--- src/rtl/arbitro_rr_4a1_if.sv ---
`default_nettype none
// ============================================================================
// Module   : arbitro_rr_4a1_if
// Brief    : Bundle between the 4:1 VC arbiter, its four input FIFOs and the
//            downstream transaction-layer FIFO.
// Revision : 1.0 - initial release
// ============================================================================
interface arbitro_rr_4a1_if #(
  parameter int DATA_W = 10
) ();
  logic              enable;
  logic [3:0]        empty;
  logic [DATA_W-1:0] data_in0;
  logic [DATA_W-1:0] data_in1;
  logic [DATA_W-1:0] data_in2;
  logic [DATA_W-1:0] data_in3;
  logic              almost_full;
  logic [3:0]        pop;
  logic              push;
  logic [DATA_W-1:0] data_out;
  logic [1:0]        grant_id;
  logic              idle;
  logic [1:0]        state_out;

  modport master (
    input  enable, empty, data_in0, data_in1, data_in2, data_in3, almost_full,
    output pop, push, data_out, grant_id, idle, state_out
  );

  modport slave (
    output enable, empty, data_in0, data_in1, data_in2, data_in3, almost_full,
    input  pop, push, data_out, grant_id, idle, state_out
  );
endinterface
`default_nettype wire

--- src/rtl/arbitro_rr_4a1.sv ---
`default_nettype none
// ============================================================================
// Module   : arbitro_rr_4a1
// Brief    : Drains four VC input FIFOs into one downstream FIFO, one word per
//            cycle, round-robin (fixed priority when ARB_STRICT_PRIO_EN is set).
// Revision : 1.0 - initial release
// ============================================================================
module arbitro_rr_4a1 #(
  parameter int DATA_W = 10
) (
  input  wire logic         clk,
  input  wire logic         reset_L,
  arbitro_rr_4a1_if.master  bus
);

  typedef enum logic [1:0] {
    ST_RESET  = 2'b00,
    ST_IDLE   = 2'b01,
    ST_ACTIVE = 2'b10,
    ST_PAUSE  = 2'b11
  } state_e;

  state_e            state_q;
  logic              idle_q;
  logic [1:0]        ptr_q;
  logic              valid_q;
  logic [1:0]        sel_q;
  logic              push_q;
  logic [DATA_W-1:0] data_q;
  logic [1:0]        grant_q;

  logic [1:0]        base_ptr;
  logic [1:0]        sel_d;
  logic              found;
  logic              valid_d;
  logic [DATA_W-1:0] din_sel;

`ifdef ARB_STRICT_PRIO_EN
  assign base_ptr = 2'd0;
`else
  assign base_ptr = ptr_q;
`endif

  // First non-empty input starting at base_ptr; the 2-bit add wraps 3->0.
  always_comb begin
    sel_d = 2'd0;
    found = 1'b0;
    for (int k = 0; k < 4; k++) begin
      if (!found && !bus.empty[base_ptr + 2'(k)]) begin
        found = 1'b1;
        sel_d = base_ptr + 2'(k);
      end
    end
  end

  assign valid_d = (state_q == ST_ACTIVE) && bus.enable && !bus.almost_full && found;
  assign bus.pop = valid_d ? (4'b0001 << sel_d) : 4'b0000;

  always_comb begin
    case (sel_q)
      2'd0:    din_sel = bus.data_in0;
      2'd1:    din_sel = bus.data_in1;
      2'd2:    din_sel = bus.data_in2;
      default: din_sel = bus.data_in3;
    endcase
  end

  always_ff @(posedge clk or negedge reset_L) begin
    if (!reset_L) begin
      state_q <= ST_RESET;
      idle_q  <= 1'b0;
      ptr_q   <= 2'd0;
      valid_q <= 1'b0;
      sel_q   <= 2'd0;
      push_q  <= 1'b0;
      data_q  <= '0;
      grant_q <= 2'd0;
    end else begin
      // The word popped last cycle is now on the FIFO read port.
      valid_q <= valid_d;
      if (valid_d) begin
        sel_q <= sel_d;
      end
      push_q <= valid_q;
      if (valid_q) begin
        data_q  <= din_sel;
        grant_q <= sel_q;
      end
`ifndef ARB_STRICT_PRIO_EN
      if (valid_d) begin
        ptr_q <= sel_d + 2'd1;
      end
`endif
      case (state_q)
        ST_RESET: begin
          state_q <= ST_IDLE;
          idle_q  <= 1'b1;
        end
        ST_IDLE: begin
          if (bus.enable && !(&bus.empty)) begin
            state_q <= ST_ACTIVE;
            idle_q  <= 1'b0;
          end
        end
        ST_ACTIVE: begin
          if (!bus.enable || bus.almost_full) begin
            state_q <= ST_PAUSE;
            idle_q  <= 1'b0;
          end else if ((&bus.empty) && !valid_q) begin
            state_q <= ST_IDLE;
            idle_q  <= 1'b1;
          end
        end
        ST_PAUSE: begin
          if (bus.enable && !bus.almost_full) begin
            state_q <= ST_ACTIVE;
            idle_q  <= 1'b0;
          end else if (!bus.enable && !valid_q) begin
            state_q <= ST_IDLE;
            idle_q  <= 1'b1;
          end
        end
        default: begin
          state_q <= ST_RESET;
          idle_q  <= 1'b0;
        end
      endcase
    end
  end

  assign bus.push      = push_q;
  assign bus.data_out  = data_q;
  assign bus.grant_id  = grant_q;
  assign bus.idle      = idle_q;
  assign bus.state_out = state_q;

endmodule
`default_nettype wire

--- src/flat_wrapper.sv ---
// flat-port wrapper written by rule: the top's interface ports become plain ports
module arbitro_rr_4a1_flat 
#(
  parameter int DATA_W = 10
)
  (clk, reset_L, bus_enable, bus_empty, bus_data_in0, bus_data_in1, bus_data_in2, bus_data_in3, bus_almost_full, bus_pop, bus_push, bus_data_out, bus_grant_id, bus_idle, bus_state_out);
  arbitro_rr_4a1_if #(.DATA_W(DATA_W)) bus_i ();
  input  wire logic clk;
  input  wire logic reset_L;
  input wire logic [$bits(bus_i.enable)-1:0] bus_enable;
  input wire logic [$bits(bus_i.empty)-1:0] bus_empty;
  input wire logic [$bits(bus_i.data_in0)-1:0] bus_data_in0;
  input wire logic [$bits(bus_i.data_in1)-1:0] bus_data_in1;
  input wire logic [$bits(bus_i.data_in2)-1:0] bus_data_in2;
  input wire logic [$bits(bus_i.data_in3)-1:0] bus_data_in3;
  input wire logic [$bits(bus_i.almost_full)-1:0] bus_almost_full;
  output wire logic [$bits(bus_i.pop)-1:0] bus_pop;
  output wire logic [$bits(bus_i.push)-1:0] bus_push;
  output wire logic [$bits(bus_i.data_out)-1:0] bus_data_out;
  output wire logic [$bits(bus_i.grant_id)-1:0] bus_grant_id;
  output wire logic [$bits(bus_i.idle)-1:0] bus_idle;
  output wire logic [$bits(bus_i.state_out)-1:0] bus_state_out;
  assign bus_i.enable = bus_enable;
  assign bus_i.empty = bus_empty;
  assign bus_i.data_in0 = bus_data_in0;
  assign bus_i.data_in1 = bus_data_in1;
  assign bus_i.data_in2 = bus_data_in2;
  assign bus_i.data_in3 = bus_data_in3;
  assign bus_i.almost_full = bus_almost_full;
  assign bus_pop = bus_i.pop;
  assign bus_push = bus_i.push;
  assign bus_data_out = bus_i.data_out;
  assign bus_grant_id = bus_i.grant_id;
  assign bus_idle = bus_i.idle;
  assign bus_state_out = bus_i.state_out;
  arbitro_rr_4a1 #(.DATA_W(DATA_W)) u_core (.clk(clk), .reset_L(reset_L), .bus(bus_i));
endmodule
--- config.mk ---
export PLATFORM = sky130hd
export DESIGN_NAME = arbitro_rr_4a1_flat
export DESIGN_NICKNAME = d
export VERILOG_FILES = /design/src/rtl/arbitro_rr_4a1_if.sv /design/src/rtl/arbitro_rr_4a1.sv /design/src/flat_wrapper.sv
export SDC_FILE = /design/constraint.sdc
export NUM_CORES = 1
export LEC_CHECK = 0
export ABC_CLOCK_PERIOD_IN_PS = 2000
export CAP_MARGIN = 20
export CORE_ASPECT_RATIO = 1.75
export CORE_MARGIN = 3
export CORE_UTILIZATION = 35
export DETAILED_ROUTE_END_ITERATION = 8
export PLACE_DENSITY = 0.85
export SETUP_SLACK_MARGIN = 0.3
export SLEW_MARGIN = 10
export SYNTH_ARGS = -nofsm -noshare
export SYNTH_HDL_FRONTEND = slang
export SYNTH_SLANG_ARGS = --single-unit
export TNS_END_PERCENT = 1
--- constraint.sdc ---
create_clock -name clk -period 2 [get_ports clk]
set_input_delay 0.3 -clock clk [delete_from_list [all_inputs] [get_ports clk]]
set_output_delay 0.3 -clock clk [all_outputs]
set_load 0.05 [all_outputs]
==> flow_metrics.py, run 1 <==
metrics = {
    "setup_path": {
        "crit_path_cell_trace": "clkdlybuf4s50_1 > nand2b_4 > nor3b_4 > nand2_4 > inv_4 > nand2_4 > nor2_4 > buf_12",
        "cpMostUsedCell": "nand2_4",
        "critPathMaxFanout": 4,
        "worstPathRequired_ps": 1700,
        "slowest_stage": "clkdlybuf4s50_1",
        "arrival_ps": 1690,
        "critPathLaunch": "bus_enable",
        "path_class": "in -> out",
        "cpLargestDelayFamily": "buffers and inverters",
        "cp-start-kind": "primary input",
        "max_stage_delay_ps": 520,
        "path_buf_inv": 3,
        "cp_num_cells": 8,
        "rr_startpoint": "u_core.base_ptr[1]",
        "end_kind": "output port",
        "r2r_cells": 6,
    },
    "timing": {
        "drv_slew": 0,
        "slew_headroom": 0.635,
        "fin_crit_ps": 1990,
        "period_share": 0.996,
        "worstMarginPinSlew_ps": 546,
        "finalHoldViolations": 0,
        "grt_setup_unrepaired": "yes",
        "max_clock_freq_mhz": 502,
        "setup_viol": 0,
        "skew_ps": 1.34,
    },
    "status": {
        "outcome": "finished clean",
    },
    "detailed_routing": {
        "ant_nets": 0,
        "vias_per_cell": 5.28,
        "first_pass_iters": 4,
        "wl_per_cell_um": 17.3,
        "drc": 0,
        "drtIter0Drc": 28,
        "wirelength_um": 3870,
        "dr_total_vias": 1183,
    },
    "power": {
        "p_leak_uw": 0.00117,
        "combinationalPowerShare": 0.612,
        "net-switching-power_uw": 1070,
        "seqPwrFrac": 0.280,
        "peakVddDrop_mv": 0.729,
        "powerDensity_nw_per_um2": 1120,
        "internal_power_uw": 1470,
        "switching_share": 0.423,
        "p_clk_frac": 0.109,
    },
    "die": {
        "rows": 27,
        "die_h_um": 84.3,
        "num_io_pins": 68,
        "die_area_um2": 4280,
        "die_w_um": 50.7,
        "coreArea_um2": 3240,
        "start_util": 0.378,
    },
    "placed_design": {
        "hpwlAfterDp_um": 2950,
        "place.port_buffers": 67,
        "dp.cells": 215,
        "gp_congestion": 0.755,
    },
    "cts": {
        "cts.htree.levels": 1,
        "numCtsBuffers": 3,
        "cts_root_buf": "clkbuf_8",
        "clk_path_buf_depth": 2,
        "clock-sinks": 21,
        "clk_pin_slew_ps": 70,
        "hold_buffers": 0,
        "cts_tree": "yes",
        "clkLatencyLatePin_ps": 260,
    },
    "yosys": {
        "synth_nets": 145,
        "ys_seq_elements": 21,
        "netlist_area_um2": 1230,
        "yosysWarningCount": 0,
        "syn_inst": 97,
        "synth.distinct_cells": 32,
        "avgSynthCellArea_um2": 12.6,
        "seq_area_frac_synth": 0.429,
    },
    "global_route": {
        "grt_max_degree": 22,
        "grt.overflow.total": 0,
        "antenna_found_initial": 0,
        "grtUsageTotal": 0.194,
        "grt_pass1_vias": 1295,
        "grt_pass1_wl_um": 6310,
    },
    "finish": {
        "num_antenna_cells": 0,
        "instances_no_fill": 224,
        "syn_to_final_growth_pct": 85.7,
        "final_util": 0.702,
        "nets": 230,
        "fill_cells": 243,
        "layout-drive-gt1-share": 0.343,
    },
    "hold_path": {
        "hold_class": "in -> async",
    },
    "job": {
        "maxCapViolations": 0,
    },
}
-- registers in the layout, summed over array words and instances, names as in the netlist --
signal / count
u_core.bus.data_out: 10
u_core.bus.idle: 1
u_core.bus.state_out: 2
u_core.bus.grant_id: 2
u_core.bus.push: 1
u_core.base_ptr: 2
u_core.valid_q: 1
u_core.sel_q: 2
-- timing repair --
action / in CTS / in global routing
endpoints found under the setup margin: 21 / 21
resized for setup: 9 / 21
hold endpoints to repair: 0 / 0
buffers inserted: 5 / 0
pin swaps: 5 / 3
-- metal layers --
layer | share of wire | routed length [um] | track usage
met1 | 0.34 | 1300 | 0.198
met2 | 0.56 | 2160 | 0.362
met3 | 0.088 | 341 | 0.0551
met5 | 0 | 0 | 0
met4 | 0.019 | 74 | 0.0686
-- power by group through the flow --
stage	logic (uW)	clock network, uW	registers (uW)
2_1_floorplan	557	0	1130
3_3_place_gp	1440	0	716
3_5_place_dp	1470	0	726
4_1_cts	1560	281	712
5_1_grt	1630	296	736
6_report	1550	276	711
-- stage by stage --
step	power, uW	worst slack, ps	area [um^2]	hold slack (ps)	TNS [ps]
6_report	2540	7.79	2280	380	0
5_1_grt	2660	-57.5	2280	420	-112
3_3_place_gp	2150	-87.4	2110	482	-174
2_1_floorplan	1690	174	1280	4.41	0
4_1_cts	2550	0.147	2220	395	0
3_5_place_dp	2200	-157	2110	492	-514
-- kinds of logic (layout without fill, tap and decap cells) --
kind of cell              count (synthesis)  count (layout)  share of synthesized area
AOI/OAI and AO/OA                        16              16                     0.0816
buffers and inverters                     7              91                     0.0296
DFF                                      21              21                      0.429
xor gates and xnor gates                  2               2                     0.0143
and+or+nand+nor                          28              28                      0.112
muxes                                    23              23                      0.334
-- Yosys cell counts (all sizes together) --
library cell | number | area (um^2)
o21a | 1 | 7.51
nand3 | 3 | 15.0
inv | 3 | 11.3
nand4 | 2 | 18.8
mux4 | 10 | 233
o311ai | 1 | 8.76
nor3b | 1 | 7.51
dfrtp | 21 | 526
xor2 | 1 | 8.76
nor2 | 7 | 26.3
o2111ai | 1 | 8.76
o21ai | 7 | 35.0
xnor2 | 1 | 8.76
nand2b | 1 | 6.26
nand2 | 10 | 40.0
nor3 | 2 | 10.0
or2 | 1 | 6.26
a21oi | 4 | 20.0
mux2 | 13 | 176
a211oi | 1 | 12.5
buf | 3 | 21.3
and2b | 1 | 7.51
a21o | 1 | 7.51
clkbuf | 1 | 3.75
-- cells in the final DEF, fill, tap and decap left out, types with 3 or more instances in the layout --
| cell | n |
|---|---|
| clkdlybuf4s50_1 | 43 |
| mux2_4 | 8 |
| dlygate4sd2_1 | 3 |
| clkbuf_8 | 3 |
| mux2_2 | 4 |
| buf_4 | 16 |
| dlymetal6s2s_1 | 17 |
| dfrtp_1 | 19 |
| nand2_1 | 8 |
| nor2_1 | 5 |
| buf_12 | 4 |
| mux4_2 | 8 |
| o21ai_0 | 5 |
-- final timing paths --
path / end / slack, ps
min in group clk: u_core.bus.idle / 510
worst min-delay path: u_core.base_ptr[0] / 380
worst max register to register: u_core.base_ptr[1] / 510
worst max-delay path: bus_pop[2] / 8
worst min register to register: u_core.bus.idle / 510
max in group asynchronous: u_core.bus.state_out[1] / 1380
-- cell type report --
class                      instances  area, um^2  share of cell area
timing repair buffer              84         881               0.387
multi-input combinational         69         756               0.332
sequential                        21         528               0.232
tap                               43        53.8              0.0236
clock buffer                       4        45.0              0.0198
inverter                           3        13.8             0.00604
No activity file was read; power rests on OpenSTA's default activity.
==> inputs of run 2 (changes only) <==
--- a/config.mk
+++ b/config.mk
@@ -11,7 +11,7 @@
 export CORE_MARGIN = 3
 export CORE_UTILIZATION = 35
 export DETAILED_ROUTE_END_ITERATION = 8
-export PLACE_DENSITY = 0.85
+export PLACE_DENSITY = 0.71
 export SETUP_SLACK_MARGIN = 0.3
 export SLEW_MARGIN = 10
 export SYNTH_ARGS = -nofsm -noshare
==> run 2 against run 1 <==
  * Fmax is 2.4% higher
  * Sequential power is 0.6% higher
  * Clock skew is 4.6 ps higher
  * Critical path depth is 2 lower
  * Critical endpoint is now bus_pop[1]
==> flow_metrics.py, run 2 (synthesis results as in run 1) <==
metrics = {
    "status": {
        "outcome": "finished clean",
    },
    "detailed_routing": {
        "dr_total_vias": 1158,
        "drtIter0Drc": 12,
        "wl_per_cell_um": 17.5,
        "first_pass_iters": 2,
        "drc": 0,
        "ant_nets": 0,
        "wirelength_um": 3990,
        "vias_per_cell": 5.08,
    },
    "finish": {
        "final_util": 0.719,
        "nets": 234,
        "syn_to_final_growth_pct": 90.2,
        "final_cell_area_um2": 2330,
        "final_common_cell": "clkdlybuf4s50_1",
        "largest_reg_flops": 10,
        "num_antenna_cells": 0,
        "layout-drive-gt1-share": 0.373,
        "most-common-layout-cells": "clkdlybuf4s50_1 (43), dfrtp_1 (18), buf_4 (17)",
        "fill_cells": 234,
    },
    "power": {
        "switching_share": 0.424,
        "p_leak_uw": 0.00119,
        "combinationalPowerShare": 0.621,
        "p_clk_frac": 0.104,
        "internal_power_uw": 1500,
        "net-switching-power_uw": 1100,
        "powerDensity_nw_per_um2": 1110,
        "p_total_uw": 2600,
        "seqPwrFrac": 0.275,
        "peakVddDrop_mv": 0.765,
    },
    "setup_path": {
        "path_class": "reg -> out",
        "crit_path_cell_trace": "or2_1 > a21oi_2 > a211oi_4 > buf_4 > nor3_4 > buf_12",
        "cp-start-kind": "flip-flop",
        "path_buf_inv": 2,
        "slowest_stage": "dfrtp_2",
        "worstPathRequired_ps": 1700,
        "critPathMaxFanout": 3,
        "arrival_ps": 1650,
        "end_kind": "output port",
        "max_stage_delay_ps": 420,
        "cpLargestDelayFamily": "flip-flops",
    },
    "placed_design": {
        "hpwlAfterDp_um": 3240,
        "pre_cts_ws_ps": -98.2,
        "place.port_buffers": 67,
        "post_dp_cell_area_um2": 2160,
        "gp_congestion": 0.710,
    },
    "global_route": {
        "grtUsageTotal": 0.202,
        "grt.overflow.total": 0,
        "antenna_found_initial": 0,
        "grt_max_degree": 22,
        "grt_pass1_vias": 1273,
        "grt_pass1_wl_um": 6520,
    },
    "die": {
        "die_w_um": 50.7,
        "num_io_pins": 68,
        "rows": 27,
        "coreArea_um2": 3240,
        "die_h_um": 84.3,
        "die_area_um2": 4280,
        "start_util": 0.378,
    },
    "cts": {
        "clock-sinks": 21,
        "clkLatencyLatePin_ps": 250,
        "cts_tree": "yes",
        "clk_pin_slew_ps": 80,
        "numCtsBuffers": 3,
        "clk_path_buf_depth": 2,
        "cts_root_buf": "clkbuf_8",
        "hold_buffers": 0,
        "cts.htree.levels": 1,
    },
    "timing": {
        "fin_crit_ps": 1950,
        "timing.setup.tns_ps": 0,
        "worstMarginPinSlew_ps": 550,
        "setup_viol": 0,
        "grt_setup_unrepaired": "yes",
        "fin_ws_ps": 54.3,
        "max_clock_freq_mhz": 514,
        "skew_ps": 5.99,
        "drv_slew": 0,
        "period_share": 0.973,
        "finalHoldViolations": 0,
        "slew_headroom": 0.633,
    },
    "job": {
        "maxCapViolations": 0,
    },
    "hold_path": {
        "hold_class": "in -> async",
    },
}
## run 2: worst paths after layout
check | startpoint | endpoint | slack (ps) | cells after the start
hold reg to reg | u_core.bus.idle | u_core.bus.idle | 500 | 1
setup / recovery | u_core.base_ptr[1] | bus_pop[1] | 50 | 6
max in group asynchronous | reset_L | u_core.bus.state_out[0] | 1370 | 2
hold / removal | reset_L | u_core.bus.data_out[2] | 390 | 2
setup reg to reg | u_core.sel_q[0] | u_core.bus.data_out[4] | 490 | 3
min in group clk | u_core.bus.idle | u_core.bus.idle | 500 | 1
## run 2: per-stage QoR
step                std cells  hold WS, ps
floorplan                  97         4.41
global placement          219          483
detailed placement        219          490
CTS                       226          405
global route              228          393
finish                    228          389
## run 2: what timing repair did
item | 4_1_cts | 5_1_grt
resized for setup | 16 | 19
setup endpoints to repair | 22 | 22
pin swaps | 9 | 5
hold endpoints to repair | 0 | 0
buffers inserted | 3 | 2
## run 2: area by class of cell
cell class,instances,area (um^2),share of cell area
Multi-Input combinational cell,69,762,0.327
Timing Repair Buffer,88,927,0.398
Sequential cell,21,529,0.227
Tap cell,43,53.8,0.0231
Clock inverter,1,5.00,0.00215
Clock buffer,3,41.3,0.0177
Inverter,3,13.8,0.00590
## run 2: power groups by stage
stage	Clock, uW	Combinational [uW]	Sequential (uW)
final	270	1610	715
after global routing	305	1690	740
after CTS	275	1610	715
after detailed placement	0	1530	732
after global placement	0	1510	717
after floorplan	0	557	1130
## run 2: per-layer routing
metal / track usage / up-vias / routed length [um]
met2: 0.389 / 45 / 2350
met4: 0.0613 / 0 / 54
li1: - / 540 / -
met1: 0.201 / 569 / 1310
met3: 0.0551 / 4 / 273
met5: 0 / - / 0
==> inputs of run 3 (changes only) <==
--- a/config.mk
+++ b/config.mk
@@ -7,11 +7,11 @@
 export LEC_CHECK = 0
 export ABC_CLOCK_PERIOD_IN_PS = 2000
 export CAP_MARGIN = 20
-export CORE_ASPECT_RATIO = 1.75
+export CORE_ASPECT_RATIO = 0.5
 export CORE_MARGIN = 3
-export CORE_UTILIZATION = 35
+export CORE_UTILIZATION = 38
 export DETAILED_ROUTE_END_ITERATION = 8
-export PLACE_DENSITY = 0.71
+export PLACE_DENSITY = 0.76
 export SETUP_SLACK_MARGIN = 0.3
 export SLEW_MARGIN = 10
 export SYNTH_ARGS = -nofsm -noshare
==> run 3 against run 2 <==
  * Fmax decreased by 1.1%
  * Routed wire length decreased by 6.6%
  * Total power decreased by 2.2%
  * Non-clock buffer count increased by 2
  * Sequential cell count unchanged
  * Critical path type unchanged
  * Register-to-register slack got worse by 120 ps
  * Critical endpoint is now bus_pop[0]
  * Sequential power about the same
  * Sequential share of layout area increased by 0.23 points
  * Worst setup slack got worse by 22 ps
  * Global-route usage decreased by 0.95 points
  * Clock power about the same
==> flow_metrics.py, run 3 (synthesis results as in run 1) <==
metrics = {
    "timing": {
        "slew_headroom": 0.589,
        "grt_setup_unrepaired": "yes",
        "fin_ws_ps": 32.8,
        "finalHoldViolations": 0,
        "drv_slew": 0,
        "skew_ps": 2.21,
        "fin_crit_ps": 1970,
        "worstMarginPinSlew_ps": 614,
        "max_clock_freq_mhz": 508,
        "setup_viol": 0,
        "period_share": 0.984,
    },
    "setup_path": {
        "cpMostUsedCell": "buf_12",
        "arrival_ps": 1670,
        "critPathMaxFanout": 2,
        "worstPathRequired_ps": 1700,
        "r2r_cells": 8,
        "cpLargestDelayFamily": "flip-flops",
        "slowest_stage": "dfrtp_2",
        "path_buf_inv": 3,
        "max_stage_delay_ps": 430,
        "end_kind": "output port",
        "cp-start-kind": "flip-flop",
        "crit_path_cell_trace": "or2_4 > a21oi_4 > a211oi_4 > buf_6 > buf_12 > nor2_4 > buf_12",
        "r2r_end": "u_core.base_ptr[1]",
        "rrSetupSlack_ps": 370,
        "path_class": "reg -> out",
        "rr_startpoint": "u_core.base_ptr[1]",
    },
    "die": {
        "num_io_pins": 68,
        "die_h_um": 46.2,
        "coreArea_um2": 2830,
        "die_w_um": 86.3,
        "die_area_um2": 3990,
        "rows": 13,
        "start_util": 0.433,
    },
    "finish": {
        "instances_no_fill": 224,
        "largest_reg_flops": 10,
        "most-common-layout-cells": "clkdlybuf4s50_1 (42), dlygate4sd2_1 (19), buf_4 (17), dfrtp_1 (17)",
        "nets": 236,
        "syn_to_final_growth_pct": 88.8,
        "num_antenna_cells": 0,
        "layout-drive-gt1-share": 0.390,
        "fill_cells": 178,
        "final_common_cell": "clkdlybuf4s50_1",
    },
    "detailed_routing": {
        "dr_total_vias": 1149,
        "wl_met2_um": 1880,
        "drtIter0Drc": 16,
        "wl_per_cell_um": 16.6,
        "highest_layer": "met4",
        "wirelength_um": 3720,
        "drc": 0,
        "first_pass_iters": 4,
        "vias_per_cell": 5.13,
        "ant_nets": 0,
        "wl_met1_um": 1530,
        "dr_wl_met3_um": 211,
    },
    "power": {
        "p_leak_uw": 0.00105,
        "powerDensity_nw_per_um2": 1100,
        "p_clk_frac": 0.106,
        "switching_share": 0.429,
        "combinationalPowerShare": 0.612,
        "net-switching-power_uw": 1090,
        "internal_power_uw": 1450,
        "seqPwrFrac": 0.282,
        "peakVddDrop_mv": 0.834,
    },
    "global_route": {
        "antenna_found_initial": 0,
        "grt.overflow.total": 0,
        "grtUsageTotal": 0.193,
        "grt_pass1_wl_um": 5750,
        "grt_max_degree": 15,
        "grt_pass1_vias": 1167,
    },
    "cts": {
        "cts.htree.levels": 1,
        "cts_tree": "yes",
        "numCtsBuffers": 3,
        "clkLatencyLatePin_ps": 250,
        "clk_path_buf_depth": 2,
        "hold_buffers": 0,
        "clock-sinks": 21,
        "cts_root_buf": "clkbuf_8",
        "clk_pin_slew_ps": 70,
    },
    "hold_path": {
        "hold_class": "in -> async",
    },
    "placed_design": {
        "hpwlAfterDp_um": 2810,
        "pre_cts_ws_ps": -110,
        "place.port_buffers": 67,
        "dp.cells": 215,
        "gp_congestion": 0.762,
    },
    "job": {
        "maxCapViolations": 0,
    },
    "status": {
        "outcome": "finished clean",
    },
}
run 3: metal layers:
metal | GRT usage | vias up
li1 | - | 546
met1 | 0.243 | 558
met2 | 0.354 | 36
met3 | 0.0375 | 9
met4 | 0.0404 | 0
met5 | 0 | -
run 3: cell type report:
class / count / area (um^2) / area share
well taps: 37 / 46.3 / 0.0200
inverters: 3 / 13.8 / 0.00595
clock buffers: 4 / 45.0 / 0.0195
flip-flops and latches: 21 / 531 / 0.229
multi-input cells: 69 / 783 / 0.338
repair buffers: 90 / 896 / 0.387
run 3: power by group through the flow:
| stage | combinational [uW] | sequential [uW] | clock, uW |
|---|---|---|---|
| floorplan | 557 | 1130 | 0 |
| global placement | 1460 | 716 | 0 |
| detailed placement | 1480 | 722 | 0 |
| CTS | 1480 | 703 | 274 |
| global route | 1640 | 743 | 296 |
| finish | 1560 | 717 | 269 |
run 3: stage by stage:
stage / setup TNS, ps / power [uW] / hold WS (ps) / instance area (um^2) / util
floorplan: 0 / 1690 / 4.41 / 1280 / -
global placement: -150 / 2180 / 477 / 2150 / 0.760
detailed placement: -210 / 2200 / 494 / 2150 / 0.760
CTS: -10.4 / 2460 / 439 / 2240 / 0.793
global route: -82.9 / 2680 / 467 / 2310 / 0.818
finish: 0 / 2540 / 427 / 2310 / 0.818
run 3: worst max path at each step:
stage,startpoint,end,slack [ps],cells past startpoint
after floorplan,u_core.base_ptr[1],bus_pop[3],170,5
after global placement,bus_empty[3],bus_pop[1],-70,7
after detailed placement,bus_empty[3],bus_pop[1],-110,7
after CTS,u_core.base_ptr[0],bus_pop[1],-10,6
after global routing,u_core.base_ptr[0],bus_pop[3],-40,7
final,u_core.base_ptr[1],bus_pop[0],30,7
run 3: what timing repair did:
item,4_1_cts,5_1_grt
setup buffers,3,2
resized for setup,30,12
setup endpoints to repair,20,6
pin swaps,11,8
==> RTL edit 1: new RTL, config.mk and constraints of run 3 <==
Make the reset (`reset_L`) synchronous in one clocked block.
--- a/src/rtl/arbitro_rr_4a1.sv
+++ b/src/rtl/arbitro_rr_4a1.sv
@@ -65,7 +65,7 @@
     endcase
   end
 
-  always_ff @(posedge clk or negedge reset_L) begin
+  always_ff @(posedge clk) begin
     if (!reset_L) begin
       state_q <= ST_RESET;
       idle_q  <= 1'b0;
Check against the original RTL: differs if reset_L is asserted again (counterexample within 4 cycles, from zero or initial values and one cycle with reset_L low); with reset_L held inactive, the same outputs for 10 cycles.
==> RTL edit 1 against run 3 <==
Setup slack improved by 0.029 ns. First-iteration DRC count fell by 25%. Routed wire length grew 0.94%. Sequential cell count stayed put. Clock skew up 0.0041 ns. Cell count up 8.5%. Critical path type unchanged. Synthesized area increased by 2.4%. Synthesized cell count is 19% higher. Die area grew 2.2%. Fmax increased by 1.5%. Cell area is 1.7% lower.
Power is not compared: it rests on default switching activity, and its combinational part moved more than twofold at a synthesized area within 25%.
==> RTL edit 1: results (changes against run 3) <==
- The detailed route wirelength on metal3 is 83 µm (-61%).
- The worst stage delay on the critical path came to 0.38 ns (-0.05 ns).
- Multiplexer area fraction after synthesis: 0.291 (-0.0428)
- Capture instance of the worst register-to-register path: u_core.base_ptr[1]$_SDFFE_PN0P_
* Routing usage on met1: 0.226 (-0.0171)
- Syn Nets: 163 (+12%)
- Clkbuf count: 3 (-1)
- Global Route met2 Usage: 0.346 (-0.00829)
* Met2 WL post-DR: 2.01 mm (+6.6%)
- Met1 wire length: 1.62 mm (+6.0%)
* Critical path capture point: bus_pop[1]
- The final cycle utilization of the critical path is 0.969 (-0.0144).
- The number of different library cells in the post-synthesis netlist is 37 (+16%).
- The number of multi-input combinational cells in the layout was 86 (+25%).
- Reg2Reg Depth: 7 (-1)
- GPL Wtd Cong: 0.843 (+11%)
* Sequential area share after synthesis: 0.335 (-0.0939)
- Inverter count: 2 (-1)
* Storage element area: 430 µm² (-19%)
- The compound-cell area share of the yosys netlist is 0.124 (+0.0419).
- The min-delay analysis places its worst path in the category reg2reg.
* Slack of the worst reg-to-reg path: 0.30 ns (-0.07 ns)
* Run status: complete, no violations
- Fraction of layout instances using a drive strength above 1: 0.320 (-0.0702)
- The clock latency on the worst-skew pair is 0.27 ns (+0.02 ns).
* Final worst clock skew: 0.00633 ns (+0.00413 ns)
- Top fanout value on the critical path: 6 (+4)
- Post-Synth XOR/XNOR Area: 0 (-0.0143)
- The via count of the first global-routing pass came to 1211 (+3.8%).
- Launching element of the worst setup path: u_core.base_ptr[1]$_SDFFE_PN0P_
- The global routing met3 resource utilization came to 0.0304 (-0.00714).
- The final net count came to 252 (+6.8%).
- Number of violations reported at the end of detailed-routing iteration 0: 12 (-4)
- The data arrival at the endpoint of the critical path is 1.64 ns (-0.03 ns).
* Sum of net half-perimeters after detailed placement: 2.87 mm (+2.3%)
- Slew at the pin closest to its max-slew limit: 0.530 ns (-0.0840 ns)
- After synthesis, the most frequently instantiated cells are sky130_fd_sc_hd__dfxtp_1 (21), sky130_fd_sc_hd__mux2i_1 (14), sky130_fd_sc_hd__nor2b_1 (13).
- Largest net degree at the start of global routing: 17 (+2)
- Worst setup slack after placement: -0.219 ns (-0.109 ns)
- The vias per cell is 5.12 (-0.28%).
* Combined area of the multi-input logic cells: 870 µm² (+11%)
- The number of filler instances in the final layout was 205 (+15%).
- Portion of the layout cell area used by clock cells: 0.0204 (+0.000893)
- The fraction of area in non-clock buffers is 0.383 (-0.00419).
-- RTL edit 1: stage by stage --
stage          cells  setup TNS [ns]  total power, mW  hold WS (ns)  area, µm²
2_1_floorplan    115               0            0.558         0.455       1300
6_report         243               0            0.995         0.475       2270
5_1_grt          243               0             1.03         0.505       2270
4_1_cts          243               0            0.999         0.483       2260
3_3_place_gp     235          -0.259            0.703         0.466       2160
3_5_place_dp     235          -0.466            0.708         0.461       2160
-- RTL edit 1: power breakdown --
| part | switching, mW | leakage [nW] | internal [mW] | total [mW] |
|---|---|---|---|---|
| Clock | 0.147 | 0.0255 | 0.139 | 0.286 |
| Combinational | 0.106 | 0.615 | 0.165 | 0.272 |
| Sequential | 0.0106 | 0.172 | 0.426 | 0.437 |
-- RTL edit 1: repair_timing --
item	4_1_cts	5_1_grt
resized for setup	16	2
endpoints found under the setup margin	19	20
endpoints found under the hold margin	0	0
buffers inserted	4	0
pin swaps	8	0
==> RTL edit 2: new RTL, settings of run 3 <==
Made on the original files. `DATA_W` is set to 10 in 3 places; all go to 8.
--- a/src/rtl/arbitro_rr_4a1_if.sv
+++ b/src/rtl/arbitro_rr_4a1_if.sv
@@ -6,7 +6,7 @@
 // Revision : 1.0 - initial release
 // ============================================================================
 interface arbitro_rr_4a1_if #(
-  parameter int DATA_W = 10
+  parameter int DATA_W = 8
 ) ();
   logic              enable;
   logic [3:0]        empty;
--- a/src/rtl/arbitro_rr_4a1.sv
+++ b/src/rtl/arbitro_rr_4a1.sv
@@ -6,7 +6,7 @@
 // Revision : 1.0 - initial release
 // ============================================================================
 module arbitro_rr_4a1 #(
-  parameter int DATA_W = 10
+  parameter int DATA_W = 8
 ) (
   input  wire logic         clk,
   input  wire logic         reset_L,
--- a/src/flat_wrapper.sv
+++ b/src/flat_wrapper.sv
@@ -1,7 +1,7 @@
 // flat-port wrapper written by rule: the top's interface ports become plain ports
 module arbitro_rr_4a1_flat 
 #(
-  parameter int DATA_W = 10
+  parameter int DATA_W = 8
 )
   (clk, reset_L, bus_enable, bus_empty, bus_data_in0, bus_data_in1, bus_data_in2, bus_data_in3, bus_almost_full, bus_pop, bus_push, bus_data_out, bus_grant_id, bus_idle, bus_state_out);
   arbitro_rr_4a1_if #(.DATA_W(DATA_W)) bus_i ();
Ports: changed (5 resized); port bits go from 68 to 58. The function was not compared with the original's and may differ.
==> RTL edit 2 against run 3 <==
Worst hold slack worse by 0.047 ns. Combinational power is 28% lower. Power is 19% lower. Sequential cell count is 2 lower. Synthesized area is 12% lower. Routed wire length is 20% lower. Setup slack better by 0.045 ns. Count of clock-buffer cells in the layout is 1 lower. Clock power is 3% lower. Cell area is 14% lower. Highest routed layer unchanged.
==> RTL edit 2: results (changes against run 3) <==
* Flip-flop count of the largest register after layout: 8 (-2)
* Family of cells with the greatest summed delay on the critical path: simple AND/OR/NAND/NOR gates
* Origin of the critical flop-to-flop path: u_core.sel_q[0]$_DFFE_PN0P_
- The global-route usage over all layers came to 0.187 (-0.00544).
- The number of cells on the worst reg-to-reg path was 2 (-6).
- Number of violations reported at the end of detailed-routing iteration 0: 8 (-8)
- Global Route met2 Usage: 0.343 (-0.0111)
- Total wire length after detailed routing: 2.99 mm (-20%)
- Antenna violations before repair: 0 (unchanged)
- The sequential share of the synthesized area was 0.441 (+0.0123).
- Capture instance of the worst register-to-register path: u_core.bus.data_out[7]$_DFFE_PN0P_
- Number of buffers added on ports: 57 (-15%)
- The cell sitting at the root of the clock tree is a sky130_fd_sc_hd__clkbuf_8.
- The worst stage delay on the critical path was 0.46 ns (+0.03 ns).
- Largest net degree at the start of global routing: 20 (+5)
- Global-route wire length before repair: 5.07 mm (-12%)
- Slack of the worst reg-to-reg path: about 0.36 ns
* Final worst clock skew: 0.000977 ns (-0.00123 ns)
- Vias per Instance: 5.03 (-1.9%)
- Antenna cells: 0 (unchanged)
* Power drawn by the clock network: 0.262 mW (-3%)
- Total power after layout: 2.05 mW (-19%)
* Met3 Resource Use GR: 0.0373 (-0.000156)
* Routing usage on met1: 0.227 (-0.0157)
- List of most frequent post-synthesis cells: sky130_fd_sc_hd__dfrtp_1 (19), sky130_fd_sc_hd__nand2_1 (10), sky130_fd_sc_hd__mux2_2 (8), sky130_fd_sc_hd__mux4_2 (8)
- Worst skew pair latency: 0.25 ns (about the same)
* Leakage power total: 0.842 nW (-20%)
* Fraction of power consumed by sequential logic: 0.324 (+0.042)
- Met1 wire length: 1.23 mm (-20%)
- Data arrival time of the critical path: 1.62 ns (-0.05 ns)
- Syn Nets: 125 (-14%)
* Count of filler cells inserted in the layout: 153 (-14%)
- The detailed route wirelength on metal3 came to 195 µm (-7.6%).
- Number of clock buffers inserted by TritonCTS: 3 (unchanged)
- Vias in the first global route: 1074 (-8.0%)
* Run status: complete, no violations
* Ranking of synthesized cells by area: sky130_fd_sc_hd__dfrtp_1 (44%), sky130_fd_sc_hd__mux4_2 (17%), sky130_fd_sc_hd__mux2_2 (8.4%)
- The final net count came to 206 (-13%).
- The number of different library cells in the post-synthesis netlist came to 33 (+3.1%).
- Highest signal layer in the routed design: met4
- H-Tree Depth: 1 (unchanged)
- Met2 WL post-DR: 1.55 mm (-18%)
* First-pass iteration count of the detailed router: 4 (unchanged)
- The switching component of the power is 0.850 mW (-22%).
- The biggest fanout along the worst timing path came to 6 (+4).
- The worst-case vdd ir drop came to 0.000617 V (-26%).
- The fraction of final layout cells with drive strength greater than 1 came to 0.400 (+0.00963).
- The actual slew at the worst max-slew pin came to 0.517 ns (-0.0972 ns).
- The worst slack on hold paths came to 0.380 ns (-0.0474 ns).
- The detailed placer's ending HPWL came to 2.45 mm (-13%).
- Total buffers and inverters traversed by the critical path: 1 (-2)
- Critical path capture point: bus_pop[3]
- GPL Wtd Cong: 0.849 (+11%)
==> RTL edit 2: cell count changes in the layout (fill, tap and decap cells not counted), sizes merged, moves of 2 or more <==
cell	change
nand3	-2
nor2b	+3
mux4	-2
clkdlybuf4s50	+5
mux2	-2
a21oi	-2
dlymetal6s2s	-2
nor2	-5
dfrtp	-2
dlygate4sd2	-14
==> RTL edit 2: repair_timing <==
action	4_1_cts	5_1_grt
endpoints found under the setup margin	17	26
pin swaps	8	2
gates resized for setup	14	1
endpoints found under the hold margin	0	0
setup buffers	4	1
==> RTL edit 2: kinds of logic (layout without fill, tap and decap cells) <==
| logic type | count (synthesis) | after routing | share of synthesized area |
|---|---|---|---|
| compound gates | 17 | 17 | 0.121 |
| xor+xnor | 2 | 2 | 0.0162 |
| buf+inv | 5 | 85 | 0.0220 |
| flops | 19 | 19 | 0.441 |
| mux | 19 | 19 | 0.282 |
| simple gates | 23 | 23 | 0.118 |
==> RTL edit 2: worst register-to-register path, cell delays in order, from the launching register on <==
cell	delay, ns
sky130_fd_sc_hd__dfrtp_1	0.67
sky130_fd_sc_hd__mux4_2	0.58
sky130_fd_sc_hd__mux2_2	0.28
==> RTL edit 2: layout make-up <==
class                           count  share of cell area
Clock buffer                        3              0.0206
Clock inverter                      1             0.00250
Inverter                            2             0.00375
Multi-Input combinational cell     61               0.325
Sequential cell                    19               0.240
Tap cell                           35              0.0219
Timing Repair Buffer               79               0.386
==> RTL edit 2: per-stage QoR <==
step                 util  area (µm²)  cells  setup TNS [ns]  setup slack (ns)
floorplan               -        1120     85               0             0.277
finish              0.817        2000    200               0            0.0779
detailed placement  0.772        1890    191          -0.563            -0.164
CTS                 0.814        1990    199               0            0.0740
global route        0.817        2000    200               0           0.00174
global placement    0.772        1890    191          -0.379            -0.109
